===== config.mk =====
export PLATFORM = sky130hd
export DESIGN_NAME = ultrasonic_scheduler
export DESIGN_NICKNAME = d
export VERILOG_FILES = /design/src/rtl/ultrasonic_scheduler.sv
export SDC_FILE = /design/constraint.sdc
export NUM_CORES = 1
export LEC_CHECK = 0
export BUFFER_PORTS_ARGS = -buffer_cell sky130_fd_sc_hd__buf_2
export CAP_MARGIN = 15
export CORE_AREA = 3 3 141 143
export CTS_BUF_LIST = sky130_fd_sc_hd__clkbuf_8
export DETAILED_ROUTE_END_ITERATION = 10
export DIE_AREA = 0 0 144 146
export RECOVER_POWER = 50
export SYNTH_ARGS = -nofsm -noshare
export SYNTH_HDL_FRONTEND = slang
export SYNTH_SLANG_ARGS = --single-unit

===== constraint.sdc =====
create_clock -name clk -period 4.52 [get_ports clk]
set_input_delay 0.226 -clock clk [delete_from_list [all_inputs] [get_ports clk]]
set_output_delay 0.226 -clock clk [all_outputs]
set_load 0.05 [all_outputs]

===== src/rtl/ultrasonic_scheduler.sv =====
// Round-robin trigger/echo sequencer for HC-SR04-style rangers sharing one echo timer.
// Each sensor in turn goes TRIG -> WAIT_RISE -> MEASURE -> HOLDOFF and reports one tagged result.
module ultrasonic_scheduler #(
  parameter int NUM_SENSORS    = 4,
  parameter int TRIG_CYCLES    = 500,
  parameter int TIMEOUT_CYCLES = 1_500_000,
  parameter int HOLDOFF_CYCLES = 3_000_000,
  parameter int CNT_W          = 22,
  localparam int SEL_W         = $clog2(NUM_SENSORS)
) (
  input  logic                   clk,
  input  logic                   reset,
  input  logic                   enable,
  input  logic [NUM_SENSORS-1:0] echo,
  output logic [NUM_SENSORS-1:0] trig,
  output logic [SEL_W-1:0]       sensor_sel,
  output logic                   dist_valid,
  output logic [SEL_W-1:0]       dist_id,
  output logic [CNT_W-1:0]       dist_cycles,
  output logic                   timeout,
  output logic [2:0]             dbg_state
);

  // The phase counter times both the trigger pulse and the holdoff gap.
  localparam int PH_MAX = (TRIG_CYCLES > HOLDOFF_CYCLES) ? TRIG_CYCLES : HOLDOFF_CYCLES;
  localparam int PH_W   = $clog2(PH_MAX + 1);
  localparam logic [PH_W-1:0]  TRIG_LAST = PH_W'(TRIG_CYCLES - 1);
  localparam logic [PH_W-1:0]  HOLD_LAST = PH_W'(HOLDOFF_CYCLES);
  localparam logic [CNT_W-1:0] TMO_LAST  = CNT_W'(TIMEOUT_CYCLES - 1);
  localparam logic [SEL_W-1:0] SEL_LAST  = SEL_W'(NUM_SENSORS - 1);
  localparam logic [NUM_SENSORS-1:0] ONE_HOT0 = {{(NUM_SENSORS-1){1'b0}}, 1'b1};

  typedef enum logic [2:0] {
    S_IDLE      = 3'd0,
    S_TRIG      = 3'd1,
    S_WAIT_RISE = 3'd2,
    S_MEASURE   = 3'd3,
    S_HOLDOFF   = 3'd4
  } state_t;

  state_t                 r_state;
  logic [NUM_SENSORS-1:0] r_sync1;
  logic [NUM_SENSORS-1:0] r_sync2;
  logic [NUM_SENSORS-1:0] r_prev;
  logic [NUM_SENSORS-1:0] r_trig;
  logic [PH_W-1:0]        r_phase;
  logic [CNT_W-1:0]       r_tcnt;
  logic [CNT_W-1:0]       r_width;
  logic [SEL_W-1:0]       r_sel;
  logic                   r_valid;
  logic [SEL_W-1:0]       r_id;
  logic [CNT_W-1:0]       r_cycles;
  logic                   r_timeout;

  logic                   w_echo;
  logic                   w_echo_d;
  logic                   w_rise;
  logic                   w_fall;
  logic                   w_tmo_hit;
  logic [SEL_W-1:0]       w_sel_next;
  logic [CNT_W-1:0]       w_width_inc;

  assign w_echo      = r_sync2[r_sel];
  assign w_echo_d    = r_prev[r_sel];
  assign w_rise      = w_echo & ~w_echo_d;
  assign w_fall      = ~w_echo & w_echo_d;
  assign w_tmo_hit   = (r_tcnt == TMO_LAST);
  assign w_sel_next  = (r_sel == SEL_LAST) ? '0 : r_sel + 1'b1;
  assign w_width_inc = (&r_width) ? r_width : r_width + 1'b1;

  always_ff @(posedge clk or posedge reset) begin
    if (reset) begin
      r_state   <= S_IDLE;
      r_sync1   <= '0;
      r_sync2   <= '0;
      r_prev    <= '0;
      r_trig    <= '0;
      r_phase   <= '0;
      r_tcnt    <= '0;
      r_width   <= '0;
      r_sel     <= '0;
      r_valid   <= 1'b0;
      r_id      <= '0;
      r_cycles  <= '0;
      r_timeout <= 1'b0;
    end else begin
      r_sync1 <= echo;
      r_sync2 <= r_sync1;
      r_prev  <= r_sync2;
      r_valid <= 1'b0;
      unique case (r_state)
        S_IDLE: begin
          if (enable) begin
            r_state <= S_TRIG;
            r_trig  <= ONE_HOT0 << r_sel;
            r_phase <= '0;
          end
        end
        S_TRIG: begin
          if (r_phase == TRIG_LAST) begin
            r_state <= S_WAIT_RISE;
            r_trig  <= '0;
            r_tcnt  <= '0;
          end else begin
            r_phase <= r_phase + 1'b1;
          end
        end
        S_WAIT_RISE: begin
          r_tcnt <= r_tcnt + 1'b1;
          if (w_tmo_hit) begin
            r_state   <= S_HOLDOFF;
            r_phase   <= '0;
            r_valid   <= 1'b1;
            r_timeout <= 1'b1;
            r_id      <= r_sel;
            r_cycles  <= '1;
          end else if (w_rise) begin
            r_state <= S_MEASURE;
            r_width <= CNT_W'(1);
          end
        end
        S_MEASURE: begin
          r_tcnt <= r_tcnt + 1'b1;
          // Timeout takes priority over a falling edge landing on the same cycle.
          if (w_tmo_hit) begin
            r_state   <= S_HOLDOFF;
            r_phase   <= '0;
            r_valid   <= 1'b1;
            r_timeout <= 1'b1;
            r_id      <= r_sel;
            r_cycles  <= '1;
          end else if (w_fall) begin
            r_state   <= S_HOLDOFF;
            r_phase   <= '0;
            r_valid   <= 1'b1;
            r_timeout <= 1'b0;
            r_id      <= r_sel;
            r_cycles  <= r_width;
          end else if (w_echo) begin
            r_width <= w_width_inc;
          end
        end
        S_HOLDOFF: begin
          if (r_phase == HOLD_LAST) begin
            r_sel <= w_sel_next;
            if (enable) begin
              r_state <= S_TRIG;
              r_trig  <= ONE_HOT0 << w_sel_next;
              r_phase <= '0;
            end else begin
              r_state <= S_IDLE;
            end
          end else begin
            r_phase <= r_phase + 1'b1;
          end
        end
        default: begin
          r_state <= S_IDLE;
          r_trig  <= '0;
        end
      endcase
    end
  end

  assign trig        = r_trig;
  assign sensor_sel  = r_sel;
  assign dist_valid  = r_valid;
  assign dist_id     = r_id;
  assign dist_cycles = r_cycles;
  assign timeout     = r_timeout;
  assign dbg_state   = r_state;

endmodule


==> flow_summary.yaml <==
clock_tree:
  cts_root_buffer: "clkbuf_8"
  clock_path_buffers: 2
  cts_buffers: 17
  cts_sinks: 113
  htree_levels: 4
  cts.clk_slew.worst_paths_ns: 0.07
  insertion_delay_ns: 0.44
  cts_tree: "built"
  cts_hold_repair.buffers: 4
  post_cts_buffers: 0
  post_cts_resized: 0
layout:
  area_delta_synth_final_pct: 15.4
  n_antenna_cell: 0
  fin_nets: 620
  drive_gt1_share_pct: 15.2
  final_cell_mix: "dfrtp_1 (113), nand2_1 (75), nand3_1 (42)"
  layout_commonest_cell: "dfrtp_1"
  fin_cells: 854
  final_util_pct: 34.3
synth:
  synth_cells: 570
  synth_ff_type: "dfrtp_1"
  synthSimpleGateAreaFrac_pct: 22.5
  synth_fa_ha_area_share_pct: 1.13
  yosysWarningCount: 0
  postSynth.asyncResetShare_pct: 100
  avgSynthCellArea_sq_um: 9.74
  netlist-cell-type-count: 63
  synth-seq-cells: 113
  syn-cell-area_sq_um: 5550
  muxShareOfSynthArea_pct: 2.19
  synth-edff-count: 0
  synth_top_family_by_area: "simple AND/OR/NAND/NOR gates"
  synth_compound_area_share_pct: 19.3
  ys_seq_area_share_pct: 50.9
  syn-num-nets: 582
  synth_xor_xnor_area_share_pct: 0.789
timing:
  setup-tns-final_ns: 0
  setup_slack_ns: 1.54
  rsz0062_at_grt: "false"
  slew_headroom_pct: -135
  hold_viol_final: 0
  worstMarginPinSlew_ns: 3.50
  clock.fmax_mhz: 336
  skew_ns: 0.0181
  fin_crit_sh_pct: 65.9
  slew_violations: 80
  setup_viol: 0
  min_period_ns: 2.98
setup_path:
  cp.required_ns: 4.84
  startpoint_type: "register"
  crit_end: "dbg_state[0]$_DFFE_PP0P_"
  critPathMaxFanout: 22
  rr_startpoint: "r_phase[3]$_DFFE_PP0P_"
  setup.worst_path.class: "register to register"
  arrival_ns: 3.30
  crit_start: "r_phase[3]$_DFFE_PP0P_"
  r2r_end: "dbg_state[0]$_DFFE_PP0P_"
  reg2reg_depth: 6
  ff2ff_setup_slack_ns: 1.54
  endpoint_kind: "register"
run:
  maxCapViolations: 1
power_and_ir_drop:
  p_per_area_nw_per_um2: 595
  fin_total_pwr_mw: 3.81
  ir_worst_vdd_mv: 0.327
  leakage_nw: 2.67
global_route:
  grt_pass1_wl_um: 21800
  grt-ovfl-total: 0
  antenna_found_initial: 0
  grt_max_degree: 80
  track_usage_pct: 12.7
  grt_pass1_vias: 4186
detailed_routing:
  vias: 4575
  drt-total-wl_um: 13100
  viasPerCell: 5.36
  drcViolationCount: 0
  drtPass1Iterations: 6
  wire_per_inst_um: 15.3
  ant_nets: 0
  drt_iter0_drc: 270
floorplan:
  chipWidth_um: 144
  die-area_sq_um: 21000
  initial_utilization_pct: 29.7
  pin_count: 42
  rows: 50
  fp.dieH_um: 146
  coreArea_sq_um: 18700
place:
  hpwl_um: 8760
  place.gp.congestion: 0.821
  portBuffers: 41
  dp_cells: 819
  pre_cts_slack_ns: 1.54
run_status:
  violations: "capacitance limit, slew limit"
  outcome: "complete, but fails checks"
worst_hold_path:
  hp-class: "primary input to register"
area by class of cell:
class	instances	area (sq um)
fill	1929	12300
sequential	113	2830
multi-input combinational	415	2550
tap	234	293
clock buffer	21	289
timing repair buffer	49	267
clock inverter	10	134
inverter	12	46.3
report_power, final:
part / switching, mW / leakage (nW) / internal, mW
Sequential: 0.187 / 1.47 / 1.22
Clock: 0.413 / 0.219 / 0.597
Combinational: 1.00 / 0.982 / 0.397
Total: 1.60 / 2.67 / 2.21
layer usage:
metal | global-route usage, % | vias to the layer above | share of wire [%]
met5 | 0 | - | 0
met4 | 4.00 | 0 | 1.5
met3 | 3.55 | 20 | 4.8
met2 | 19.2 | 100 | 46
met1 | 17.6 | 2227 | 48
li1 | - | 2228 | -
sequential cells by signal, indices dropped and copies added, names as in the netlist:
name	flops
dist_valid	1
r_phase	22
sensor_sel	2
dist_cycles	22
trig	4
r_width	22
r_tcnt	22
r_prev	4
r_sync1	4
dist_id	2
r_sync2	4
dbg_state	3
timeout	1
worst min-delay path by stage:
| stage | cells after the start | endpoint | start | slack, ns |
|---|---|---|---|---|
| floorplan | 0 | r_sync1[0]$_DFF_PP0_ | echo[0] | 0.26 |
| global placement | 1 | r_sync1[2]$_DFF_PP0_ | echo[2] | 0.33 |
| detailed placement | 0 | r_sync2[2]$_DFF_PP0_ | r_sync1[2]$_DFF_PP0_ | 0.33 |
| CTS | 2 | r_width[19]$_DFFE_PP0P_ | reset | 0.04 |
| global route | 3 | trig[1]$_DFFE_PP0P_ | enable | 0.19 |
| finish | 3 | trig[1]$_DFFE_PP0P_ | enable | 0.20 |
worst max-delay path: stages, from the launching register on:
cell,delay [ns]
dfrtp_1,0.42
or3_4,0.42
or4_4,0.51
o31ai_4,0.49
nand2_2,0.39
a211oi_2,0.30
mux2_1,0.34
cell families after synthesis:
family / count (synthesis)
flops: 113
simple gates: 241
xor+xnor: 5
buf+inv: 42
fa+ha+maj: 5
compound gates: 155
mux: 9
Yosys cell counts, types with 3 or more instances:
cell	count	area, sq um
and2_1	6	37.5
nand4_1	16	100
or4_1	7	52.6
ha_1	5	62.6
nand3b_1	4	30.0
nand2_1	75	282
and3_1	16	100
nor4_1	8	50.1
nor2_1	31	116
a31oi_1	18	113
o211ai_1	7	52.6
xor2_1	3	26.3
o22a_1	22	193
dfrtp_1	113	2830
o21ai_0	41	205
buf_2	3	15.0
and4_1	6	52.6
a22o_1	3	26.3
or3_1	3	18.8
clkbuf_1	24	90.1
a41oi_1	3	26.3
o31ai_1	11	82.6
inv_1	12	45.0
o41ai_1	4	35.0
nor2b_1	3	18.8
nand3_1	42	210
a21oi_1	23	115
o221ai_1	6	52.6
mux2_2	4	45.0
a221o_1	4	40.0
nor3_1	7	35.0
stage by stage:
| step | hold slack, ns | cell area, sq um |
|---|---|---|
| 2_1_floorplan | 0.257 | 5550 |
| 3_3_place_gp | 0.334 | 5960 |
| 3_5_place_dp | 0.335 | 5960 |
| 4_1_cts | 0.0425 | 6420 |
| 5_1_grt | 0.189 | 6410 |
| 6_report | 0.203 | 6410 |
No activity file was read; power rests on OpenSTA's default activity.
